[src/rtl/uart_time_reporter.sv]
// Serialises a snapshot of the selected display time as "HH:MM:SS.CC\r\n" over UART 8N1.
// A frame starts on a request pulse or, when enabled, on every seconds change.
module uart_time_reporter #(
  parameter int unsigned CLK_HZ = 100_000_000,
  parameter int unsigned BAUD   = 9600
) (
  input  logic       clk,
  input  logic       rst,
  input  logic [6:0] msec,
  input  logic [5:0] sec,
  input  logic [5:0] min,
  input  logic [4:0] hour,
  input  logic       i_send,
  input  logic       i_auto_en,
  output logic       tx,
  output logic       o_busy,
  output logic       o_done
);

  localparam int unsigned BaudDiv = CLK_HZ / BAUD;
  localparam int unsigned CntW    = (BaudDiv > 1) ? $clog2(BaudDiv) : 1;
  localparam logic [CntW-1:0] CntLast = CntW'(BaudDiv - 1);

  typedef enum logic [1:0] {StIdle, StStart, StData, StStop} state_e;

  state_e          state_q, state_d;
  logic [CntW-1:0] baud_cnt_q, baud_cnt_d;
  logic [2:0]      bit_idx_q, bit_idx_d;
  logic [3:0]      byte_idx_q, byte_idx_d;
  logic            tx_q, tx_d;
  logic            done_q, done_d;
  logic [5:0]      sec_prev_q;
  logic [6:0]      snap_msec_q;
  logic [5:0]      snap_sec_q, snap_min_q;
  logic [4:0]      snap_hour_q;
  logic            req, accept, bit_end;
  logic [15:0]     hour_asc, min_asc, sec_asc, msec_asc;
  logic [7:0]      cur_byte;

  // Saturate to 99 and return {tens, ones} as ASCII digits.
  function automatic logic [15:0] to_ascii(input logic [6:0] v);
    logic [6:0] sat;
    logic [6:0] tens, ones;
    sat  = (v > 7'd99) ? 7'd99 : v;
    tens = sat / 7'd10;
    ones = sat % 7'd10;
    return {8'h30 + {1'b0, tens}, 8'h30 + {1'b0, ones}};
  endfunction

  assign req      = i_send | (i_auto_en & (sec != sec_prev_q));
  assign bit_end  = (baud_cnt_q == CntLast);
  assign hour_asc = to_ascii({2'b00, snap_hour_q});
  assign min_asc  = to_ascii({1'b0, snap_min_q});
  assign sec_asc  = to_ascii({1'b0, snap_sec_q});
  assign msec_asc = to_ascii(snap_msec_q);

  always_comb begin
    cur_byte = 8'h0A;
    case (byte_idx_q)
      4'd0:    cur_byte = hour_asc[15:8];
      4'd1:    cur_byte = hour_asc[7:0];
      4'd2:    cur_byte = 8'h3A;
      4'd3:    cur_byte = min_asc[15:8];
      4'd4:    cur_byte = min_asc[7:0];
      4'd5:    cur_byte = 8'h3A;
      4'd6:    cur_byte = sec_asc[15:8];
      4'd7:    cur_byte = sec_asc[7:0];
      4'd8:    cur_byte = 8'h2E;
      4'd9:    cur_byte = msec_asc[15:8];
      4'd10:   cur_byte = msec_asc[7:0];
      4'd11:   cur_byte = 8'h0D;
      default: cur_byte = 8'h0A;
    endcase
  end

  always_comb begin
    state_d    = state_q;
    baud_cnt_d = baud_cnt_q;
    bit_idx_d  = bit_idx_q;
    byte_idx_d = byte_idx_q;
    tx_d       = tx_q;
    done_d     = 1'b0;
    accept     = 1'b0;
    unique case (state_q)
      StIdle: begin
        tx_d       = 1'b1;
        baud_cnt_d = '0;
        if (req) begin
          accept     = 1'b1;
          state_d    = StStart;
          tx_d       = 1'b0;
          bit_idx_d  = '0;
          byte_idx_d = '0;
        end
      end
      StStart: begin
        if (bit_end) begin
          baud_cnt_d = '0;
          bit_idx_d  = '0;
          state_d    = StData;
          tx_d       = cur_byte[0];
        end else begin
          baud_cnt_d = baud_cnt_q + 1'b1;
        end
      end
      StData: begin
        if (bit_end) begin
          baud_cnt_d = '0;
          if (bit_idx_q == 3'd7) begin
            state_d = StStop;
            tx_d    = 1'b1;
          end else begin
            bit_idx_d = bit_idx_q + 3'd1;
            tx_d      = cur_byte[bit_idx_q + 3'd1];
          end
        end else begin
          baud_cnt_d = baud_cnt_q + 1'b1;
        end
      end
      StStop: begin
        if (bit_end) begin
          baud_cnt_d = '0;
          bit_idx_d  = '0;
          if (byte_idx_q == 4'd12) begin
            state_d    = StIdle;
            byte_idx_d = '0;
            done_d     = 1'b1;
          end else begin
            // Next byte's start bit follows the stop bit with no idle gap.
            byte_idx_d = byte_idx_q + 4'd1;
            state_d    = StStart;
            tx_d       = 1'b0;
          end
        end else begin
          baud_cnt_d = baud_cnt_q + 1'b1;
        end
      end
      default: state_d = StIdle;
    endcase
  end

  always_ff @(posedge clk) begin
    if (rst) begin
      state_q     <= StIdle;
      baud_cnt_q  <= '0;
      bit_idx_q   <= '0;
      byte_idx_q  <= '0;
      tx_q        <= 1'b1;
      done_q      <= 1'b0;
      sec_prev_q  <= sec;
      snap_msec_q <= '0;
      snap_sec_q  <= '0;
      snap_min_q  <= '0;
      snap_hour_q <= '0;
    end else begin
      state_q    <= state_d;
      baud_cnt_q <= baud_cnt_d;
      bit_idx_q  <= bit_idx_d;
      byte_idx_q <= byte_idx_d;
      tx_q       <= tx_d;
      done_q     <= done_d;
      sec_prev_q <= sec;
      if (accept) begin
        snap_msec_q <= msec;
        snap_sec_q  <= sec;
        snap_min_q  <= min;
        snap_hour_q <= hour;
      end
    end
  end

  assign tx     = tx_q;
  assign o_busy = (state_q != StIdle);
  assign o_done = done_q;

endmodule

[config.mk]
export PLATFORM = sky130hd
export DESIGN_NAME = uart_time_reporter
export DESIGN_NICKNAME = d
export VERILOG_FILES = /design/src/rtl/uart_time_reporter.sv
export SDC_FILE = /design/constraint.sdc
export NUM_CORES = 1
export LEC_CHECK = 0
export BUFFER_PORTS_ARGS = -buffer_cell sky130_fd_sc_hd__buf_2
export CAP_MARGIN = 40
export CORE_AREA = 2 2 97 136
export DETAILED_ROUTE_END_ITERATION = 7
export DIE_AREA = 0 0 99 138
export PLACE_DENSITY_LB_ADDON = 0.1
export SYNTH_ARGS = -nofsm -noshare
export SYNTH_HDL_FRONTEND = slang
export SYNTH_SLANG_ARGS = --single-unit
[constraint.sdc]
create_clock -name clk -period 4.1 [get_ports clk]
set_input_delay 0.615 -clock clk [delete_from_list [all_inputs] [get_ports clk]]
set_output_delay 0.615 -clock clk [all_outputs]
set_load 0.02 [all_outputs]
==> metrics.cfg <==
[yosys]
synthCells=682
synth.distinct_cells=78
postSynthAreaPerCell_um2=7.15
netlist_area_mm2=0.00487
synth_nets=735
synth_seq_cells=55
async_flop_share_pct=0
synth_ff_type=dfxtp_1
ys_seq_area_share_pct=22.6
yosys_warnings=0
synth_edf_count=0

[outcome]
violations=setup timing
outcome=finished with violations

[layout]
layout_commonest_cell=nand2_1
layout_common_cells=nand2_1 (95), a21oi_1 (59), nor2_1 (58), buf_4 (54), dfxtp_1 (53)
seq_area_mm2=0.00110
final_layout_size_suffix_gt1_share_pct=18.7
area_delta_synth_final_pct=18.1
antenna_cells=0
multi_input_area_mm2=0.00361
final_nets=786
fillCellCount=1335

[sta]
finalMaxSlewViolations=0
max_freq_mhz=240
layout_min_cycle_time_ns=4.17
finalCritPeriodShare_pct=102
finalSetupTns_ns=-0.0721
finalHoldViolCount=0
rsz0062_at_grt=true
tightest_slew_ns=0.693
whs_ns=0.456
relSlewSlack_pct=53.6
fin_ws_ns=-0.0721
final-setup-viol-count=1
finalClockSkew_ns=0.0132

[routing]
drc=0
drt_iter0_drc=207
wirelength_um=14100
detail_route.vias_per_cell=5.81
dr.pass1.iters=5
routed-via-count=5154
wl_per_cell_um=15.9
detail-route-antenna-nets=0

[power]
power_density_mw_per_mm2=574
p_sw_share_pct=45.8
clockPowerShare_pct=13.3
p_comb_share_pct=64.3
fin_total_pwr_mw=3.30
p_switching_mw=1.51
seq_power_share_pct=22.4
max-vdd-ir-drop_uv=244
p_leak_nw=2.22
p_int_mw=1.79

[setup_path]
start_kind=flop
worstSetupPathType=reg2reg
critPathMaxFanout=4
crit_arrival_ns=4.35
r2r_slack_ns=-0.07
crit_required_ns=4.28
cp-end-kind=flop

[die]
pin_count=31
die_w_um=99
start_util_pct=38.8
die_height_um=138
core_mm2=0.0126
rows=49
die-area_mm2=0.0137

[global_routing]
grt_usage_pct=20.7
grt.overflow.total=0
grt_pass1_wl_um=23700
grt_max_degree=37
grt_antenna_before_repair=0
first_global_vias=5140

[hold_path]
hp-class=in2reg

[clocking]
ctsHoldBuffers=0
path_clk_slew_ns=0.08
cts_sinks=55
cts_tree=yes
cts_buffer_depth=2
cts_made_buffers=5
root_buffer=clkbuf_16
insertion_delay_ns=0.31
htree_levels=2

[flow_run]
maxCapViolations=0

[placed_design]
routabilityCongestion=0.895
dp_slack_ns=-0.195
place_hpwl_um=11000
numPortBuffers=30

critical path, stage by stage (launching register included):
cell       delay (ns)
dfxtp_2          0.35
nand2_2          0.05
and2_4           0.14
ha_4             0.15
o21a_1           0.18
o21a_1           0.21
inv_2            0.07
ha_4             0.19
o21bai_4         0.16
o21bai_4         0.17
a22o_1           0.28
o21ai_1          0.11
nand3_1          0.16
a21oi_2          0.18
ha_2             0.21
inv_2            0.05
o31ai_2          0.06
o32ai_2          0.12
or3_4            0.38
a311oi_4         0.33
buf_4            0.18
a2111oi_4        0.05
o32ai_1          0.16
o211ai_1         0.12
synthesized netlist by cell type (5+ instances only):
cell type,n,area (µm²)
nor2_1,59,221
a21o_1,6,45.0
a22oi_1,7,52.6
nor3b_1,10,75.1
xnor2_1,11,96.3
inv_1,34,128
o21a_1,7,52.6
nor3_1,15,75.1
o31ai_1,6,45.0
nor4_1,6,37.5
mux2i_1,9,90.1
nand3_1,21,105
nor2b_1,10,62.6
o32ai_1,5,43.8
a21oi_1,60,300
clkbuf_1,36,135
ha_1,25,313
o21ai_0,45,225
a211oi_1,7,52.6
nand2_1,96,360
o22ai_1,8,50.1
a31oi_1,9,56.3
xor2_1,12,105
nand4_1,5,31.3
and2_1,7,43.8
and3_1,6,37.5
nand2b_1,8,50.1
o211ai_1,6,45.0
or3_1,9,56.3
dfxtp_1,55,1100
power by group through the flow:
stage          Sequential, mW  Clock, mW  Combinational, mW
2_1_floorplan           0.686          0               1.42
3_3_place_gp            0.747          0               1.93
3_5_place_dp            0.752          0               1.96
4_1_cts                 0.739      0.462               2.09
5_1_grt                 0.758      0.479               2.35
6_report                0.739      0.441               2.12
path summary, 6_finish.rpt:
| check | from | endpoint | cells after the start |
|---|---|---|---|
| hold / removal | sec[3] | sec_prev_q[3]$_DFF_P_ | 1 |
| setup / recovery | snap_msec_q[5]$_SDFFE_PP0P_ | tx$_SDFFE_PP1P_ | 23 |
| setup reg to reg | snap_msec_q[5]$_SDFFE_PP0P_ | tx$_SDFFE_PP1P_ | 23 |
| hold reg to reg | baud_cnt_q[0]$_SDFF_PP0_ | baud_cnt_q[0]$_SDFF_PP0_ | 1 |
cells by family after synthesis:
kind of cell               synth area share [%]
DFF                                        22.6
buffers and inverters                      5.88
and+or+nand+nor                            26.7
adders and majority gates                  6.62
muxes                                      2.77
AOI/OAI and AO/OA                          31.0
xor gates and xnor gates                   4.47
final cells by class:
| class | count | area share (%) |
|---|---|---|
| clock buffers | 5 | 2.17 |
| clock inverters | 3 | 0.413 |
| inverters | 34 | 2.22 |
| multi-input cells | 552 | 62.8 |
| flip-flops and latches | 55 | 19.2 |
| well taps | 153 | 3.33 |
| repair buffers | 85 | 9.91 |
metrics by stage:
step | std cells | cell area, µm² | util, %
4_1_cts | 885 | 5710 | 45.4
6_report | 887 | 5760 | 45.8
3_3_place_gp | 867 | 5430 | 43.2
3_5_place_dp | 868 | 5450 | 43.3
5_1_grt | 887 | 5760 | 45.8
2_1_floorplan | 682 | 4940 | -
flip-flops by register name (all words and copies together), names as in the netlist, 2 cells and up:
name	count
snap_min_q	6
sec_prev_q	6
snap_sec_q	6
byte_idx_q	4
bit_idx_q	3
state_q	2
baud_cnt_q	14
snap_msec_q	7
snap_hour_q	5
per-layer routing:
layer / vias up / GRT usage, % / share of wire, %
li1: 2579 / - / -
met1: 2417 / 24.4 / 42
met2: 116 / 36.3 / 51
met3: 42 / 2.63 / 3.1
met4: 0 / 10.2 / 4.2
met5: - / 0 / 0
timing repair:
action | CTS | global route
hold endpoints to repair | 0 | 0
pin swaps | 8 | 9
buffers inserted | 9 | 4
resized for setup | 11 | 4
setup endpoints to repair | 1 | 1
Note: power is estimated with default switching activity, not from simulation.
